`src/rtl/sprite_plotter.sv`:
```
// Sprite pixel-stream engine: expands one object draw/erase/move request into
// row-major pixel writes for the VGA adapter, with screen clipping.
module sprite_plotter #(
   parameter int unsigned SPRITE_W  = 4,
   parameter int unsigned SPRITE_H  = 4,
   parameter logic [2:0]  BG_COLOUR = 3'b000,
   parameter int unsigned X_MAX     = 159,
   parameter int unsigned Y_MAX     = 119
) (
   input  logic       clk,
   input  logic       reset_n,
   input  logic       req,
   input  logic [1:0] mode,
   input  logic [7:0] x_in,
   input  logic [6:0] y_in,
   input  logic [2:0] colour_in,
   output logic       ready,
   output logic       done,
   output logic [7:0] x,
   output logic [6:0] y,
   output logic [2:0] colour,
   output logic       plot
);

   localparam int unsigned CW = (SPRITE_W > 1) ? $clog2(SPRITE_W) : 1;
   localparam int unsigned RW = (SPRITE_H > 1) ? $clog2(SPRITE_H) : 1;

   typedef enum logic [1:0] {StIdle, StErase, StDraw, StDone} state_e;

   state_e          state_q, state_d;
   logic [CW-1:0]   col_q, col_d;
   logic [RW-1:0]   row_q, row_d;
   logic [7:0]      base_x_q, base_x_d;
   logic [6:0]      base_y_q, base_y_d;
   logic [7:0]      lat_x_q, lat_x_d;
   logic [6:0]      lat_y_q, lat_y_d;
   logic [2:0]      lat_colour_q, lat_colour_d;
   logic            move_pend_q, move_pend_d;
   logic            prev_valid_q, prev_valid_d;
   logic [7:0]      prev_x_q, prev_x_d;
   logic [6:0]      prev_y_q, prev_y_d;
   logic            ready_q, ready_d;
   logic            done_q, done_d;
   logic [7:0]      x_q, x_d;
   logic [6:0]      y_q, y_d;
   logic [2:0]      colour_q, colour_d;
   logic            plot_q, plot_d;

   logic            emit;
   logic            emit_erase;
   logic            last_pix;
   logic [8:0]      sum_x;
   logic [7:0]      sum_y;

   assign last_pix = (col_q == CW'(SPRITE_W - 1)) && (row_q == RW'(SPRITE_H - 1));

   always_comb begin
      state_d      = state_q;
      col_d        = col_q;
      row_d        = row_q;
      base_x_d     = base_x_q;
      base_y_d     = base_y_q;
      lat_x_d      = lat_x_q;
      lat_y_d      = lat_y_q;
      lat_colour_d = lat_colour_q;
      move_pend_d  = move_pend_q;
      prev_valid_d = prev_valid_q;
      prev_x_d     = prev_x_q;
      prev_y_d     = prev_y_q;
      emit         = 1'b0;
      emit_erase   = 1'b0;

      case (state_q)
         StIdle, StDone: begin
            state_d = StIdle;
            if (req) begin
               lat_x_d      = x_in;
               lat_y_d      = y_in;
               lat_colour_d = colour_in;
               base_x_d     = x_in;
               base_y_d     = y_in;
               col_d        = '0;
               row_d        = '0;
               move_pend_d  = 1'b0;
               emit         = 1'b1;
               case (mode)
                  2'b01: begin
                     state_d    = StErase;
                     emit_erase = 1'b1;
                  end
                  2'b10: begin
                     if (prev_valid_q) begin
                        state_d     = StErase;
                        emit_erase  = 1'b1;
                        move_pend_d = 1'b1;
                        base_x_d    = prev_x_q;
                        base_y_d    = prev_y_q;
                     end else begin
                        state_d = StDraw;
                     end
                  end
                  default: state_d = StDraw;
               endcase
            end
         end
         StErase, StDraw: begin
            if (last_pix) begin
               if (state_q == StErase && move_pend_q) begin
                  // Erase of the old block done; draw pass follows with no gap.
                  state_d     = StDraw;
                  move_pend_d = 1'b0;
                  base_x_d    = lat_x_q;
                  base_y_d    = lat_y_q;
                  col_d       = '0;
                  row_d       = '0;
                  emit        = 1'b1;
               end else begin
                  state_d = StDone;
                  if (state_q == StDraw) begin
                     prev_valid_d = 1'b1;
                     prev_x_d     = lat_x_q;
                     prev_y_d     = lat_y_q;
                  end else begin
                     prev_valid_d = 1'b0;
                  end
               end
            end else begin
               emit       = 1'b1;
               emit_erase = (state_q == StErase);
               if (col_q == CW'(SPRITE_W - 1)) begin
                  col_d = '0;
                  row_d = row_q + RW'(1);
               end else begin
                  col_d = col_q + CW'(1);
               end
            end
         end
         default: state_d = StIdle;
      endcase
   end

   // Registered pixel outputs are computed from the next-cycle base and counters.
   always_comb begin
      sum_x    = {1'b0, base_x_d} + 9'(col_d);
      sum_y    = {1'b0, base_y_d} + 8'(row_d);
      plot_d   = emit && (sum_x <= 9'(X_MAX)) && (sum_y <= 8'(Y_MAX));
      x_d      = emit ? sum_x[7:0] : x_q;
      y_d      = emit ? sum_y[6:0] : y_q;
      colour_d = colour_q;
      if (emit) begin
         colour_d = emit_erase ? BG_COLOUR : lat_colour_d;
      end
      done_d   = (state_d == StDone);
      ready_d  = (state_d == StIdle) || (state_d == StDone);
   end

   always_ff @(posedge clk or negedge reset_n) begin
      if (!reset_n) begin
         state_q      <= StIdle;
         col_q        <= '0;
         row_q        <= '0;
         base_x_q     <= '0;
         base_y_q     <= '0;
         lat_x_q      <= '0;
         lat_y_q      <= '0;
         lat_colour_q <= '0;
         move_pend_q  <= 1'b0;
         prev_valid_q <= 1'b0;
         prev_x_q     <= '0;
         prev_y_q     <= '0;
         ready_q      <= 1'b1;
         done_q       <= 1'b0;
         x_q          <= '0;
         y_q          <= '0;
         colour_q     <= '0;
         plot_q       <= 1'b0;
      end else begin
         state_q      <= state_d;
         col_q        <= col_d;
         row_q        <= row_d;
         base_x_q     <= base_x_d;
         base_y_q     <= base_y_d;
         lat_x_q      <= lat_x_d;
         lat_y_q      <= lat_y_d;
         lat_colour_q <= lat_colour_d;
         move_pend_q  <= move_pend_d;
         prev_valid_q <= prev_valid_d;
         prev_x_q     <= prev_x_d;
         prev_y_q     <= prev_y_d;
         ready_q      <= ready_d;
         done_q       <= done_d;
         x_q          <= x_d;
         y_q          <= y_d;
         colour_q     <= colour_d;
         plot_q       <= plot_d;
      end
   end

   assign ready  = ready_q;
   assign done   = done_q;
   assign x      = x_q;
   assign y      = y_q;
   assign colour = colour_q;
   assign plot   = plot_q;

endmodule

```
`config.mk`:
```
export PLATFORM = sky130hd
export DESIGN_NAME = sprite_plotter
export DESIGN_NICKNAME = d
export VERILOG_FILES = /design/src/rtl/sprite_plotter.sv
export SDC_FILE = /design/constraint.sdc
export NUM_CORES = 1
export LEC_CHECK = 0
export CAP_MARGIN = 15
export CORE_MARGIN = 5
export CORE_UTILIZATION = 56
export CTS_CLUSTER_DIAMETER = 120
export DETAILED_ROUTE_END_ITERATION = 6
export GPL_TIMING_DRIVEN = 0
export PLACE_DENSITY = 0.77
export SLEW_MARGIN = 40
export SYNTH_ARGS = -nofsm -noshare
export SYNTH_HDL_FRONTEND = slang
export SYNTH_SLANG_ARGS = --single-unit
```
`constraint.sdc`:
```
create_clock -name clk -period 4.5 [get_ports clk]
set_input_delay 0.9 -clock clk [delete_from_list [all_inputs] [get_ports clk]]
set_output_delay 0.9 -clock clk [all_outputs]
set_load 0.1 [all_outputs]
```
==> metrics.yaml, run 1 <==
pwr:
  peakVddDrop_mv: 0.317
  seq_power_share_pct: 31.7
  powerDensity_mw_per_mm2: 777
  p_clk_share_pct: 18.3
  power_leakage_nw: 2.12
  switching_share_pct: 48.5
  switching_power_mw: 1.67
  intPower_mw: 1.77
  power_frac_comb_pct: 50.0
global_route:
  antenna_found_initial: 0
  grt_pass1_vias: 2889
  grt-ovfl-total: 0
  grt_pass1_wl_um: 14300
  grt_max_degree: 45
  grt.total_usage_pct: 21.5
clocking:
  clkTransAtPathRegs_ns: 0.08
  cts_sinks: 77
  cts_hold_buf: 0
  clockRootBuffer: "clkbuf_8"
  post_cts_buffers: 0
  cts_tree: "done"
  clk_latency_ns: 0.35
  htreeDepth: 3
  cts-resized-gates: 0
  cts_max_path_buffers: 2
  cts_buffers: 9
synth:
  synth_top_family_by_area: "simple AND/OR/NAND/NOR gates"
  synthXorXnorAreaFrac_pct: 2.34
  synth-compound-area-share_pct: 14.1
  ys_async_sr_fraction_pct: 100
  synth-main-ff-cell: "dfrtp_1"
  syn-cell-area_mm2: 0.00375
  synthTopCellsByCount: "83 x nand2_1, 76 x dfrtp_1, 17 x nand3_1, 17 x o21ai_0, 16 x mux2_2"
  syn_inst: 357
  synth_edf_count: 0
  ys.warnings.count: 0
  yosysTopAreaCell: "dfrtp_1"
  yosys-top-cells-area: "dfrtp_1 51%, nand2_1 8.3%, mux2_2 4.8%, ha_1 4.0%, nand3_1 2.3%"
  yosysMostFrequentCell: "nand2_1"
  ys_seq_area_share_pct: 51.5
  synth_fa_ha_area_share_pct: 5.08
  avgSynthCellArea_um2: 10.5
  ys_ff_latch: 77
  synthSimpleGateAreaFrac_pct: 17.0
  syn-num-nets: 394
  yosysTopAreaCellShare_pct: 50.8
  yosys.cell_types.count: 54
  muxShareOfSynthArea_pct: 5.61
layout:
  multi_input_area_mm2: 0.00165
  area_delta_synth_final_pct: 18.3
  n_fill_cell: 501
  nets: 449
  stdcell_count: 494
  seqCellArea_mm2: 0.00193
  diodes: 0
  drive_gt1_share_pct: 21.1
routing:
  via_per_inst: 5.86
  drc: 0
  detail_route.wl_per_cell_um: 17.3
  dr.pass1.iters: 5
  via_count: 2894
  totalWireLength_um: 8540
  drt_iter0_markers: 129
  antenna_left: 0
timing:
  fin_crit_sh_pct: 92.5
  max_freq_mhz: 240
  fin_ws_ns: 0.338
  tns_ns: 0
  hold_viol: 0
  fin_crit_ns: 4.16
  fin_worst_skew_ns: 0.00576
  finalSetupViolCount: 0
  maxSlewHeadroom_pct: 55.5
  worst_pin_slew_ns: 0.663
  slew_violations: 0
  rsz0062_at_grt: "false"
die:
  die_area_mm2: 0.00843
  fp.coreArea_mm2: 0.00642
  initial_utilization_pct: 58.3
  io_pins: 44
  die_w_um: 91.8
  rows: 29
  fp.dieH_um: 91.8
placed_design:
  port_buffers: 43
  gp_congestion: 0.841
  post-place-ws_ns: -0.00386
  dp_hpwl_um: 6140
  dp_cells: 478
setup_path:
  path_max_fanout: 10
  arrival_ns: 4.41
  crit_path_start_kind: "primary input"
  crit_buf_inv: 4
  cp-end-kind: "flop"
  required_ns: 4.75
  crit_chain: "clkdlybuf4s50_1 > inv_1 > ha_1 > nand2_1 > buf_2 > nand2_1 > nand3_1 > o221a_2 > ha_1 > inv_1 > fa_1 > nor4_1 > or3_1 > o2bb2ai_1 > a2111oi_2"
  critical-path-max-stage-delay_ns: 0.52
  crit_type: "primary input to flop"
  cp_top_family: "simple AND/OR/NAND/NOR gates"
  cpMaxStageDelayCell: "nor4_1"
run:
  maxCapViolations: 0
status:
  status: "completed"
hold_path:
  hold_path_class: "primary input to async pin"
==> worst paths after layout <==
kind,startpoint,end,slack (ns),cells after the start
max reg2reg,state_q[0]$_DFF_PN0_,plot$_DFF_PN0_,0.46,16
max in group asynchronous,reset_n,lat_x_q[7]$_DFFE_PN0P_,3.55,2
min,reset_n,y[1]$_DFFE_PN0P_,0.43,1
min in group clk,y[3]$_DFFE_PN0P_,y[3]$_DFFE_PN0P_,0.48,2
min reg2reg,y[3]$_DFFE_PN0P_,y[3]$_DFFE_PN0P_,0.48,2
max,mode[0],plot$_DFF_PN0_,0.34,15
==> kinds of logic after synthesis <==
| group | count (synthesis) |
|---|---|
| flip-flops | 77 |
| adder cells (fa/ha/maj) | 14 |
| buffers and inverters | 36 |
| multiplexers | 19 |
| XOR/XNOR | 10 |
| AO/OA/AOI/OAI | 66 |
| AND/OR/NAND/NOR | 135 |
==> cell type report <==
class | instances | share of cell area, %
well taps | 77 | 2.17
multi-input cells | 244 | 37.3
repair buffers | 44 | 7.82
plain buffers | 20 | 2.43
clock buffers | 12 | 3.27
clock inverters | 4 | 2.15
flip-flops and latches | 77 | 43.5
inverters | 16 | 1.36
==> metal layers <==
| metal | track usage [%] | up-vias | share of wire, % |
|---|---|---|---|
| met2 | 34.8 | 78 | 47 |
| met1 | 28.2 | 1423 | 45 |
| li1 | - | 1375 | - |
| met3 | 4.17 | 18 | 5.1 |
| met5 | 0 | - | 0 |
| met4 | 9.41 | 0 | 2.0 |
==> flip-flops by register name, indices dropped and copies added (netlist names) <==
register,cells
base_x_q,8
base_y_q,7
col_q,2
colour,3
done,1
lat_colour_q,3
lat_x_q,8
lat_y_q,7
move_pend_q,1
plot,1
prev_valid_q,1
prev_x_q,8
prev_y_q,7
ready,1
row_q,2
state_q,2
x,8
y,7
==> power groups by stage <==
stage	Sequential, mW	Clock, mW	Combinational (mW)
finish	1.09	0.629	1.72
detailed placement	1.10	0	1.72
floorplan	1.74	0	0.711
global placement	1.10	0	1.77
global route	1.12	0.666	1.86
CTS	1.09	0.635	1.73
==> placed cells by master (no fill, tap or decap), drive strengths merged, types with 3 or more instances in the layout <==
cell | synthesis | layout
inv | 15 | 15
nand4 | 6 | 6
bufinv | 0 | 3
nor4 | 3 | 3
a221o | 3 | 3
clkbuf | 5 | 17
xnor2 | 4 | 4
o21ai | 19 | 19
a211oi | 4 | 4
nand2 | 84 | 84
o221a | 10 | 10
nor3 | 4 | 4
mux2 | 16 | 16
a21oi | 10 | 10
mux2i | 3 | 3
ha | 12 | 12
a211o | 7 | 7
dfrtp | 76 | 76
and3 | 9 | 9
xor2 | 6 | 6
clkdlybuf4s50 | 0 | 21
nand3 | 18 | 18
buf | 15 | 38
==> stage by stage <==
| stage | hold WS (ns) | instance area, um2 | total power [mW] | util, % |
|---|---|---|---|---|
| floorplan | 0.442 | 3750 | 2.46 | - |
| global placement | 0.457 | 4270 | 2.87 | 66.5 |
| detailed placement | 0.465 | 4190 | 2.83 | 65.2 |
| CTS | 0.435 | 4430 | 3.46 | 69.0 |
| global route | 0.451 | 4430 | 3.65 | 69.0 |
| finish | 0.426 | 4430 | 3.44 | 69.0 |
Note: power is estimated with default switching activity, not from simulation.
==> inputs of run 2 (changes only) <==
Settings changed: CORE_MARGIN 5 to not set.
==> run 2 against run 1 <==
  * The flow now finishes with violations (design-rule violations)
  * Core utilization down 0.37 points
  * Non-clock buffer count unchanged
  * Die area down 17%
  * Maximum frequency decreased by 0.67%
  * Cell count stayed put
  * Via count is 0.76% lower
  * Power decreased by 1.8%
  * Clock skew up 0.00052 ns
  * Worst setup slack got worse by 0.028 ns
  * Critical path type is now flop to flop
  * Largest power group unchanged
==> metrics.yaml, run 2 (synthesis gave the netlist of run 1 again) <==
timing:
  fin_crit_sh_pct: 93.1
  worst_pin_slew_ns: 0.628
  fin_worst_skew_ns: 0.00628
  fin_crit_ns: 4.19
  finalSetupViolCount: 0
  slew_violations: 0
  holdWs_ns: 0.404
  rsz0062_at_grt: "false"
  maxSlewHeadroom_pct: 57.9
  hold_viol: 0
  max_freq_mhz: 239
pwr:
  finalPower_mw: 3.38
  powerDensity_mw_per_mm2: 767
  power_leakage_nw: 2.11
  peakVddDrop_mv: 0.326
clocking:
  cts_buffers: 9
  clkTransAtPathRegs_ns: 0.08
  post_cts_buffers: 0
  clk_latency_ns: 0.35
  cts_max_path_buffers: 2
  cts_hold_buf: 0
  cts_tree: "done"
  clockRootBuffer: "clkbuf_8"
  htreeDepth: 3
  cts-resized-gates: 0
  cts_sinks: 77
die:
  die_area_mm2: 0.00702
  die_w_um: 83.8
  io_pins: 44
  initial_utilization_pct: 58.3
  fp.dieH_um: 83.8
  fp.coreArea_mm2: 0.00642
  rows: 29
layout:
  nets: 449
  diodes: 0
  fin_util_pct: 68.6
  final_common_cell: "nand2_1"
  area_delta_synth_final_pct: 17.6
  final_cell_mix: "83 x nand2_1, 76 x dfrtp_1, 31 x buf_2, 21 x clkdlybuf4s50_1"
  n_fill_cell: 513
  drive_gt1_share_pct: 21.3
  stdcell_count: 494
  design_area_mm2: 0.00441
setup_path:
  crit_cells: 16
  crit_path_start_kind: "flop"
  crit_buf_inv: 5
  cp-end-kind: "flop"
  rr_startpoint: "state_q[0]$_DFF_PN0_"
  rr_worst_depth: 16
  critical-path-max-stage-delay_ns: 0.48
  cpMaxStageDelayCell: "nor4_1"
  path_max_fanout: 10
  required_ns: 4.75
  startpoint: "state_q[0]$_DFF_PN0_"
  crit_chain: "inv_1 > ha_1 > buf_2 > inv_2 > nand4_1 > o21ai_1 > clkbuf_1 > nand2_1 > o31ai_1 > ha_1 > inv_1 > fa_1 > nor4_1 > or3_1 > o2bb2ai_1 > a2111oi_2"
  cp_top_family: "adder cells"
  crit_type: "flop to flop"
  arrival_ns: 4.44
  cp-endpoint: "plot$_DFF_PN0_"
  r2r_slack_ns: 0.31
  rr_endpoint: "plot$_DFF_PN0_"
routing:
  drc: 15
  detail_route.wl_per_cell_um: 17.4
  totalWireLength_um: 8620
  antenna_left: 0
  dr.pass1.iters: 6
  via_per_inst: 5.81
  via_count: 2872
  drt_iter0_markers: 237
global_route:
  grt-ovfl-total: 0
  antenna_found_initial: 0
  grt_max_degree: 50
  grt_pass1_vias: 2968
  grt_pass1_wl_um: 14600
  grt.total_usage_pct: 27.2
status:
  violations: "design-rule violations"
  status: "finished with violations"
placed_design:
  dp_hpwl_um: 6090
  dp_cells: 478
  gp_congestion: 0.816
  place_area_mm2: 0.00420
  port_buffers: 43
hold_path:
  hold_path_class: "primary input to async pin"
run:
  maxCapViolations: 0
run 2: cell count changes in the layout (fill, tap and decap cells not counted), sizes merged:
cell,change
clkinv,+2
bufinv,-2
run 2: layout make-up:
type,instances,area (um2),share of cell area [%]
Timing Repair Buffer,44,354,8.03
Buffer,20,106,2.41
Multi-Input combinational cell,244,1650,37.5
Clock inverter,4,45.0,1.02
Inverter,16,60.1,1.36
Sequential cell,77,1930,43.7
Clock buffer,12,165,3.75
Tap cell,77,96.3,2.19
run 2: worst register-to-register path, stage by stage (launching register included):
cell and delay (ns):
dfrtp_1 0.38, inv_1 0.07, ha_1 0.34, buf_2 0.21, inv_2 0.13, nand4_1 0.17, o21ai_1 0.31, clkbuf_1 0.41
nand2_1 0.11, o31ai_1 0.12, ha_1 0.25, inv_1 0.06, fa_1 0.42, nor4_1 0.48, or3_1 0.18, o2bb2ai_1 0.08
a2111oi_2 0.35
run 2: routing by layer:
| metal | GRT usage (%) | vias up | wire length, um |
|---|---|---|---|
| met5 | 0 | - | 0 |
| met2 | 45.6 | 76 | 4270 |
| met4 | 8.31 | 0 | 110 |
| met3 | 5.14 | 9 | 350 |
| li1 | - | 1370 | - |
| met1 | 36.1 | 1417 | 3890 |
run 2: report_power, final:
part           total (mW)  internal, mW  switching (mW)
Clock               0.555         0.299           0.256
Combinational        1.73         0.437            1.30
Sequential           1.10         0.954           0.142
Total                3.38          1.69            1.69
run 2: worst min-delay path by stage:
stage                              start                         to  slack, ns  cells after the start
3_5_place_dp            x[0]$_DFFE_PN0P_           x[0]$_DFFE_PN0P_       0.47                      2
6_report                         reset_n           y[1]$_DFFE_PN0P_       0.40                      1
5_1_grt                          reset_n         row_q[0]$_DFF_PN0_       0.41                      1
4_1_cts                          reset_n           y[1]$_DFFE_PN0P_       0.41                      1
3_3_place_gp   lat_colour_q[2]$_DFF_PN0_  lat_colour_q[2]$_DFF_PN0_       0.46                      2
2_1_floorplan  lat_colour_q[0]$_DFF_PN0_  lat_colour_q[0]$_DFF_PN0_       0.44                      2
run 2: per-stage QoR:
stage          worst slack [ns]  TNS [ns]
6_report                  0.310         0
3_3_place_gp            -0.0864     -6.30
5_1_grt                  0.0857         0
2_1_floorplan              1.01         0
3_5_place_dp             0.0801         0
4_1_cts                   0.306         0
